[src/rtl/bus_arbiter.sv]
// Round-robin arbiter that runs one strobed read/write bus transaction at a time.
// Latency: grant 1 cycle after req is seen in IDLE; done at 2+STROBE_CYCLES; STROBE_CYCLES+3 cycles per transaction.
// Backpressure: requesters hold req until done; requests are only sampled in IDLE, and later changes are ignored.
module bus_arbiter #(
    parameter int NREQ          = 3,
    parameter int ADDR_W        = 16,
    parameter int STROBE_CYCLES = 2
) (
    input  logic                   Clk,
    input  logic                   nReset,
    input  logic [NREQ-1:0]        req,
    input  logic [NREQ-1:0]        req_wr,
    input  logic [NREQ*ADDR_W-1:0] req_addr,
    output logic [NREQ-1:0]        grant,
    output logic [NREQ-1:0]        done,
    output logic [ADDR_W-1:0]      address,
    output logic                   nRead,
    output logic                   nWrite,
    output logic                   busy
);

    localparam int         IDX_W       = (NREQ > 1) ? $clog2(NREQ) : 1;
    localparam logic [3:0] STROBE_LAST = 4'(STROBE_CYCLES - 1);

    typedef enum logic [1:0] {
        S_IDLE    = 2'd0,
        S_ADDR    = 2'd1,
        S_STROBE  = 2'd2,
        S_RELEASE = 2'd3
    } state_t;

    state_t              state_q, state_d;
    logic [3:0]          cnt_q, cnt_d;
    logic [IDX_W-1:0]    last_q, last_d;
    logic [IDX_W-1:0]    owner_q, owner_d;
    logic                wr_q, wr_d;
    logic [ADDR_W-1:0]   addr_q, addr_d;
    logic [NREQ-1:0]     grant_q, grant_d;
    logic [NREQ-1:0]     done_q, done_d;
    logic                nread_q, nread_d;
    logic                nwrite_q, nwrite_d;
    logic                busy_q, busy_d;

    logic                win_vld;
    logic [IDX_W-1:0]    win_idx;
    logic                win_wr;
    logic [ADDR_W-1:0]   win_addr;
    logic [NREQ-1:0]     owner_onehot;

    // Round-robin pick: the candidate closest after last_q wins, so scan from farthest to nearest.
    always_comb begin
        logic [IDX_W-1:0] cand;
        win_vld = 1'b0;
        win_idx = '0;
        cand    = '0;
        for (int k = NREQ; k >= 1; k--) begin
            cand = IDX_W'((int'(last_q) + k) % NREQ);
            if (req[cand]) begin
                win_vld = 1'b1;
                win_idx = cand;
            end
        end
    end

    // Select the winner's direction and address slice with constant part-selects.
    always_comb begin
        win_wr   = 1'b0;
        win_addr = '0;
        for (int i = 0; i < NREQ; i++) begin
            if (IDX_W'(i) == win_idx) begin
                win_wr   = req_wr[i];
                win_addr = req_addr[i*ADDR_W +: ADDR_W];
            end
        end
    end

    // Next-state logic; outputs are decoded from the next state so they come straight off flops.
    always_comb begin
        state_d  = state_q;
        cnt_d    = cnt_q;
        last_d   = last_q;
        owner_d  = owner_q;
        wr_d     = wr_q;
        addr_d   = addr_q;

        case (state_q)
            S_IDLE: begin
                if (win_vld) begin
                    owner_d = win_idx;
                    wr_d    = win_wr;
                    addr_d  = win_addr;
                    state_d = S_ADDR;
                end
            end
            S_ADDR: begin
                cnt_d   = '0;
                state_d = S_STROBE;
            end
            S_STROBE: begin
                if (cnt_q == STROBE_LAST) begin
                    cnt_d   = '0;
                    state_d = S_RELEASE;
                end else begin
                    cnt_d = cnt_q + 4'd1;
                end
            end
            S_RELEASE: begin
                last_d  = owner_q;
                state_d = S_IDLE;
            end
            default: begin
                state_d = S_IDLE;
            end
        endcase

        owner_onehot = NREQ'(1) << owner_d;
        grant_d      = (state_d != S_IDLE)    ? owner_onehot : '0;
        done_d       = (state_d == S_RELEASE) ? owner_onehot : '0;
        nread_d      = !((state_d == S_STROBE) && !wr_d);
        nwrite_d     = !((state_d == S_STROBE) &&  wr_d);
        busy_d       = (state_d != S_IDLE);
    end

    // State and output registers; reset abandons any transaction without a done pulse.
    always_ff @(posedge Clk) begin
        if (nReset) begin
            state_q  <= S_IDLE;
            cnt_q    <= '0;
            last_q   <= IDX_W'(NREQ - 1);
            owner_q  <= '0;
            wr_q     <= 1'b0;
            addr_q   <= '0;
            grant_q  <= '0;
            done_q   <= '0;
            nread_q  <= 1'b1;
            nwrite_q <= 1'b1;
            busy_q   <= 1'b0;
        end else begin
            state_q  <= state_d;
            cnt_q    <= cnt_d;
            last_q   <= last_d;
            owner_q  <= owner_d;
            wr_q     <= wr_d;
            addr_q   <= addr_d;
            grant_q  <= grant_d;
            done_q   <= done_d;
            nread_q  <= nread_d;
            nwrite_q <= nwrite_d;
            busy_q   <= busy_d;
        end
    end

    assign grant   = grant_q;
    assign done    = done_q;
    assign address = addr_q;
    assign nRead   = nread_q;
    assign nWrite  = nwrite_q;
    assign busy    = busy_q;

endmodule

[config.mk]
export PLATFORM = sky130hd
export DESIGN_NAME = bus_arbiter
export DESIGN_NICKNAME = d
export VERILOG_FILES = /design/src/rtl/bus_arbiter.sv
export SDC_FILE = /design/constraint.sdc
export NUM_CORES = 1
export LEC_CHECK = 0
export BUFFER_PORTS_ARGS = -buffer_cell sky130_fd_sc_hd__buf_2
export CORE_MARGIN = 8
export CORE_UTILIZATION = 45
export CTS_BUF_LIST = sky130_fd_sc_hd__clkbuf_8
export CTS_CLUSTER_DIAMETER = 30
export CTS_CLUSTER_SIZE = 16
export DETAILED_ROUTE_END_ITERATION = 6
export PLACE_DENSITY = 0.74
export SLEW_MARGIN = 20
export SYNTH_ARGS = -nofsm -noshare
export SYNTH_HDL_FRONTEND = slang
export SYNTH_SLANG_ARGS = --single-unit
export TNS_END_PERCENT = 50
[constraint.sdc]
create_clock -name Clk -period 2.9 [get_ports Clk]
set_clock_uncertainty 0.15 [all_clocks]
set_input_delay 0.29 -clock Clk [delete_from_list [all_inputs] [get_ports Clk]]
set_output_delay 0.29 -clock Clk [all_outputs]
set_load 0.05 [all_outputs]
Word level (Yosys, flattened, before mapping)
Index checks and enable logic that the tools add are counted.
- flip-flop bits (word level): 36
- input bits: 56
- output and inout bits: 25
- word-level logic and storage cells: 71
- add/sub/neg operators: 4
- divide/modulo/power cells: 3
- magnitude comparators: 3
- eq/ne operators: 8
- shifts and indexed selects: 1
- mux-type cells: 27
- bitwise gates (word level): 2
- reductions and logical operators: 12
- operators with widths (kind ; number):
    $mod A32 B3 Y32 const B ; 3
    $mux W16 ; 3
    $mux W2 ; 7
    $mux W1 ; 11
    $lt A2 B3 Y1 const B ; 3
    $eq A2 B2 Y1 const B ; 4
    $pmux W2 S4 ; 1
    $pmux W4 S2 ; 1
    $add A2 B2 Y3 const B ; 2
    $bmux W1 S2 ; 3
    $add A4 B1 Y4 const B ; 1
    $eq A4 B1 Y1 const B ; 1
    $logic_not A2 Y1 ; 2
    $mux W4 ; 1
    $reduce_bool A2 Y1 ; 2
    $reduce_or A2 Y1 ; 2
    $add A2 B1 Y3 const B ; 1
    $logic_not A1 Y1 ; 3
    $shl A1 B2 Y3 const A ; 1
    $eq A1 B2 Y1 const A ; 1
    $eq A2 B1 Y1 const B ; 1
    $eq A2 B2 Y1 const A ; 1
    $logic_and A1 B1 Y1 ; 2
    $not A1 Y1 ; 2
    $reduce_and A2 Y1 ; 1

Logic depth before layout (Yosys ltp)
- word-level depth: 16
- depth in mapped cells: 10

Least setup slack after synthesis
OpenSTA, ideal clock, no wires.
- path type: flip-flop to flip-flop
- start: register last_q[0]
- end: register addr_q[5] (netlist: address[5])
- library setup time: 0.070 ns
- arrival: 1.966 ns
- required time: 2.680 ns
- path slack: 0.713 ns
- stages on the path, launching flop included: 10
- path buffers: 2
- clock period less this slack: 2.187 ns
- cells stage by stage: dfxtp_1 inv_1 ha_1 buf_2 a22oi_1 o22a_1 a31oi_4 nor2_2 buf_4 o2bb2ai_1
- longest elaborated chain between the ends: 11
- elaborated cells between the ends (all ways): 25
- those cells by class: add/sub (3); div (3); eq/ne (2); mux (15); reduce/logical (2)
- RTL lines (element ; line ; text):
    start, declared ; 34 ; logic [IDX_W-1:0] last_q, last_d;
    start signal, assigned ; 129 ; last_q <= IDX_W'(NREQ - 1);
    start signal, assigned ; 141 ; last_q <= last_d;
    $add A2 B2 Y3 ; 57 ; cand = IDX_W'((int'(last_q) + k) % NREQ);
    $mod A32 B3 Y32 ; 57 ;
    $bmux W1 S2 ; 58 ; if (req[cand]) begin
    $mux W1 (not written as such) ; 58 ;
    $mux W2 (3 in series) ; 58 ;
    $logic_not A2 Y1 ; 70 ; if (IDX_W'(i) == win_idx) begin
    $mux W16 (3 in series) ; 70 ;
    end signal, assigned ; 144 ; addr_q <= addr_d;
    end, declared ; 37 ; logic [ADDR_W-1:0] addr_q, addr_d;
Parallel ways exist; a longest one is shown, timed or not. The select of a mux whose other input is x is not followed.
A chain may end at the register's enable or synchronous reset.

Final worst setup path
- start: register last_q[0]
- end: register addr_q[9] (netlist: address[9])
The elaborated chain is that of the path after synthesis.

==> reports/metrics.sh <==
FINAL_MAX_SLEW_VIOL_COUNT=0
POSTSYNTHREGISTERBITS=36
WL_PER_CELL_UM=16.0
SYNTH.AVG_CELL_AREA_UM2=10.0
LAYOUT.CELLS.MOST_COMMON_LIST='80 x sky130_fd_sc_hd__buf_2, 36 x sky130_fd_sc_hd__dfxtp_1, 18 x sky130_fd_sc_hd__a21boi_0'
CPLARGESTDELAYFAMILY='compound AO/OA/AOI/OAI gates'
CLKLATENCYLATEPIN_NS=0.29
WORST_HOLD_PATH.NUM_CELLS=3
SYNTH_ENABLE_FLOP_CELLS=0
CRIT_REQUIRED_NS=2.97
WORSTSETUPSTARTPOINTTYPE='flip-flop'
SYNTHXORXNORAREAFRAC_PCT=0.819
WORSTSETUPPATHDEPTH=7
YOSYSSEQAREASHARE_PCT=33.7
SYNTH_TOP_FAMILY_BY_AREA='compound AO/OA/AOI/OAI gates'
DP_WORST_SETUP_SLACK_NS=0.394
CTS_BUFFERS=5
PLACEMENT.IO_BUFFERS=80
DRT_ITER0_DRC=76
POST_ROUTE_CELLS_DRIVE_ABOVE_1_SHARE_PCT=39.7
DETAIL-ROUTE-ANTENNA-NETS=0
PEAKVDDDROP_mV=0.455
CRIT_SLOWEST_CELL='sky130_fd_sc_hd__a311oi_4'
DESIGN.CORE.AREA_UM2=4660
POSTSYNTHCELLCOUNT=214
RESIZED_AFTER_CTS=0
ROUTABILITYCONGESTION=0.793
DETAIL_ROUTE.VIAS_PER_CELL=5.60
POST_SYNTH_FA_HA_MAJ_AREA_FRACTION_PCT=5.26
GRT_ANTENNA_BEFORE_REPAIR=0
FIRST_PASS_ITERS=4
YOSYS.CELL_TYPES.COUNT=55
FLOORPLAN.INITIALDENSITY_PCT=45.9
YOSYS_WARNINGS=0
ROWS=25
TNS_NS=0
R2R_CELLS=7
GR-USAGE-ALL-LAYERS_PCT=15.8
TIMING.FINAL.HOLD_VIOLATIONS=0
TRITONCTS='yes'
POST_ROUTE_UTILIZATION_PCT=56.6
POWER_PER_CELL_AREA_nW_PER_UM2=937
BOUNDARYPINS=81
MAXIMUM_NUMBER_OF_PINS_ON_ONE_NET_BEFORE_GLOBAL_ROUTE_REPAIR=21
LAYOUT.CELLS.MOST_COMMON='sky130_fd_sc_hd__buf_2'
TRITONCTS_NUM_SINKS=36
PLACED_INSTANCE_COUNT=341
INSERTEDDIODECOUNT=0
TOTAL_LEAKAGE_POWER_nW=1.12
CRITICALPATHCATEGORY='reg2reg'
SYNTH_MUX_AREA_SHARE_PCT=4.74
FMAXACHIEVABLE_MHz=398
HTREE_NUM_LEVELS=2
FP.DIEH_UM=85.0
RUN_STATUS='finished, final reports clean'
SYN_TO_FINAL_GROWTH_PCT=23.2
WORST-SLEW-PIN-TRANSITION_NS=0.654
TIMING.HOLD.WORST.CLASS='in2reg'
TIMING.MAX_CAP.VIOLATIONS=0
NUMBER_OF_INSERTED_FILLER_CELLS_IN_THE_FINAL_LAYOUT=430
NUM_VIAS=1954
CTS_ROOT_BUF='sky130_fd_sc_hd__clkbuf_8'
RSZ0062_AT_GRT='false'
LAYOUT_WORST_PATH_CYCLE_SHARE_PCT=86.7
DIE_W_UM=85.0
WORSTPATHARRIVAL_NS=2.58
FIN_CRIT_NS=2.52
WORST_SLACK_NS=0.385
CPPEAKSTAGEDELAY_NS=0.54
FRACTION_OF_THE_MAPPED_NETLIST_AREA_IN_COMPOUND_GATES_PCT=38.5
FINALSETUPVIOLATIONS=0
POSTCTSSETUPREPAIRBUFS=0
SLEW-LIMIT-HEADROOM_PCT=56.1
FIRST_GLOBAL_VIAS=1966
NNETSFINAL=359
GRT_FIRST_PASS_WIRELENGTH_UM=9340
YOSYS_MOST_USED_DFF='sky130_fd_sc_hd__dfxtp_1'
CP-END-KIND='flip-flop'
POSTCTSHOLDBUFS=0
DRT_DRC_VIOLATIONS_LEFT=0
FINAL_STANDARD_CELL_COUNT_WITH_TAPS_INCLUDED_AND_FILLERS_EXCLUDED=349
SYNTH.CELL_AREA_UM2=2140
CP_CELL_SEQUENCE='inv_1, ha_1, a22oi_1, o22a_1, a311oi_4, o21ai_0, o2bb2ai_1'
DETAILEDPLACEMENTHPWL_UM=4410
CLOCK_TREE.BUFFER_DEPTH=2
SIMPLE_GATE_FRACTION_OF_SYNTH_AREA_PCT=10.7
SYNTH_FP_NETS=279
SYNTH-ASYNC-RESET-RATIO_PCT=0
GRT_REMAINING_OVERFLOW=0
DETAIL_ROUTE.WIRELENGTH_UM=5590
CLK_PIN_SLEW_WORST_PATHS_NS=0.08
TOTAL_DIE_AREA_UM2=7220
CRIT_FANOUT=16
TIMING.CRITICAL_PATH.BUF_INV=1
==> tightest hold or removal path, stage by stage <==
cell                        delay, ns
sky130_fd_sc_hd__buf_2           0.07
sky130_fd_sc_hd__o21ai_0         0.07
sky130_fd_sc_hd__o2bb2ai_1       0.11
==> where the power goes <==
part	leakage [nW]	switching [mW]	total, mW	internal [mW]
combinational	0.774	0.941	1.38	0.438
sequential	0.295	0.0921	0.737	0.645
clock	0.0479	0.186	0.354	0.167
total	1.12	1.22	2.47	1.25
==> cell type report <==
class | count | area [um2] | area share, %
clock inverters | 3 | 18.8 | 0.712
clock buffers | 5 | 68.8 | 2.61
repair buffers | 85 | 438 | 16.6
multi-input cells | 156 | 1280 | 48.7
flip-flops and latches | 36 | 721 | 27.3
well taps | 54 | 67.6 | 2.56
inverters | 10 | 37.5 | 1.42
==> through the flow <==
stage	hold WS (ns)	instance area (um2)	power, mW
2_1_floorplan	0.320	2140	1.85
3_3_place_gp	0.290	2550	2.11
3_5_place_dp	0.294	2550	2.13
4_1_cts	0.124	2640	2.50
5_1_grt	0.147	2640	2.64
6_report	0.133	2640	2.47
==> logic make-up (layout without fill, tap and decap cells) <==
kind of cell / count (synthesis) / after routing
simple gates: 40 / 40
buf+inv: 22 / 103
xor+xnor: 2 / 2
mux: 7 / 7
compound gates: 98 / 98
fa+ha+maj: 9 / 9
flops: 36 / 36
==> state kept, by name, indices dropped and copies added, names as in the netlist <==
signal and count:
state_q 2, wr_q 1, cnt_q 4, last_q 2
done 3, grant 3, nWrite 1, nRead 1
address 16, busy 1, owner_q 2
==> worst paths after layout <==
check / startpoint / to / slack (ns)
setup / recovery: last_q[0] / address[9] / 0.38
hold / removal: req_addr[46] / address[14] / 0.13
setup reg to reg: last_q[0] / address[9] / 0.38
hold reg to reg: address[13] / address[13] / 0.31
==> synthesized netlist by cell type (2+ instances only) <==
| library cell | instances | share of area (%) |
|---|---|---|
| sky130_fd_sc_hd__xor2_1 | 2 | 0.82 |
| sky130_fd_sc_hd__and3b_1 | 2 | 0.82 |
| sky130_fd_sc_hd__nand2b_1 | 5 | 1.5 |
| sky130_fd_sc_hd__a21boi_0 | 18 | 6.3 |
| sky130_fd_sc_hd__a21oi_1 | 7 | 1.6 |
| sky130_fd_sc_hd__nor2_1 | 9 | 1.6 |
| sky130_fd_sc_hd__buf_2 | 4 | 0.94 |
| sky130_fd_sc_hd__mux2i_1 | 3 | 1.4 |
| sky130_fd_sc_hd__nor2b_1 | 4 | 1.2 |
| sky130_fd_sc_hd__o21ai_1 | 2 | 0.47 |
| sky130_fd_sc_hd__o2bb2ai_1 | 16 | 6.5 |
| sky130_fd_sc_hd__ha_1 | 9 | 5.3 |
| sky130_fd_sc_hd__nand4_1 | 2 | 0.58 |
| sky130_fd_sc_hd__clkbuf_1 | 2 | 0.35 |
| sky130_fd_sc_hd__mux2i_4 | 2 | 2.1 |
| sky130_fd_sc_hd__o21ai_0 | 17 | 4.0 |
| sky130_fd_sc_hd__a211oi_1 | 11 | 3.9 |
| sky130_fd_sc_hd__nand3b_1 | 2 | 0.70 |
| sky130_fd_sc_hd__dfxtp_1 | 36 | 34 |
| sky130_fd_sc_hd__nor3_1 | 2 | 0.47 |
| sky130_fd_sc_hd__buf_4 | 2 | 0.70 |
| sky130_fd_sc_hd__o211ai_1 | 2 | 0.70 |
| sky130_fd_sc_hd__nand2_1 | 5 | 0.88 |
| sky130_fd_sc_hd__and3_1 | 2 | 0.58 |
| sky130_fd_sc_hd__inv_1 | 9 | 1.6 |
| sky130_fd_sc_hd__a211oi_2 | 8 | 4.7 |
| sky130_fd_sc_hd__buf_6 | 3 | 1.6 |
==> per-layer routing <==
layer / share of wire, % / vias up / GRT usage [%] / wire (um)
li1: - / 973 / - / -
met1: 43 / 909 / 17.9 / 2410
met2: 47 / 65 / 26.1 / 2620
met3: 8.4 / 7 / 6.27 / 469
met4: 1.6 / 0 / 5.18 / 90
met5: 0 / - / 0 / 0
No activity file was read; power rests on OpenSTA's default activity.
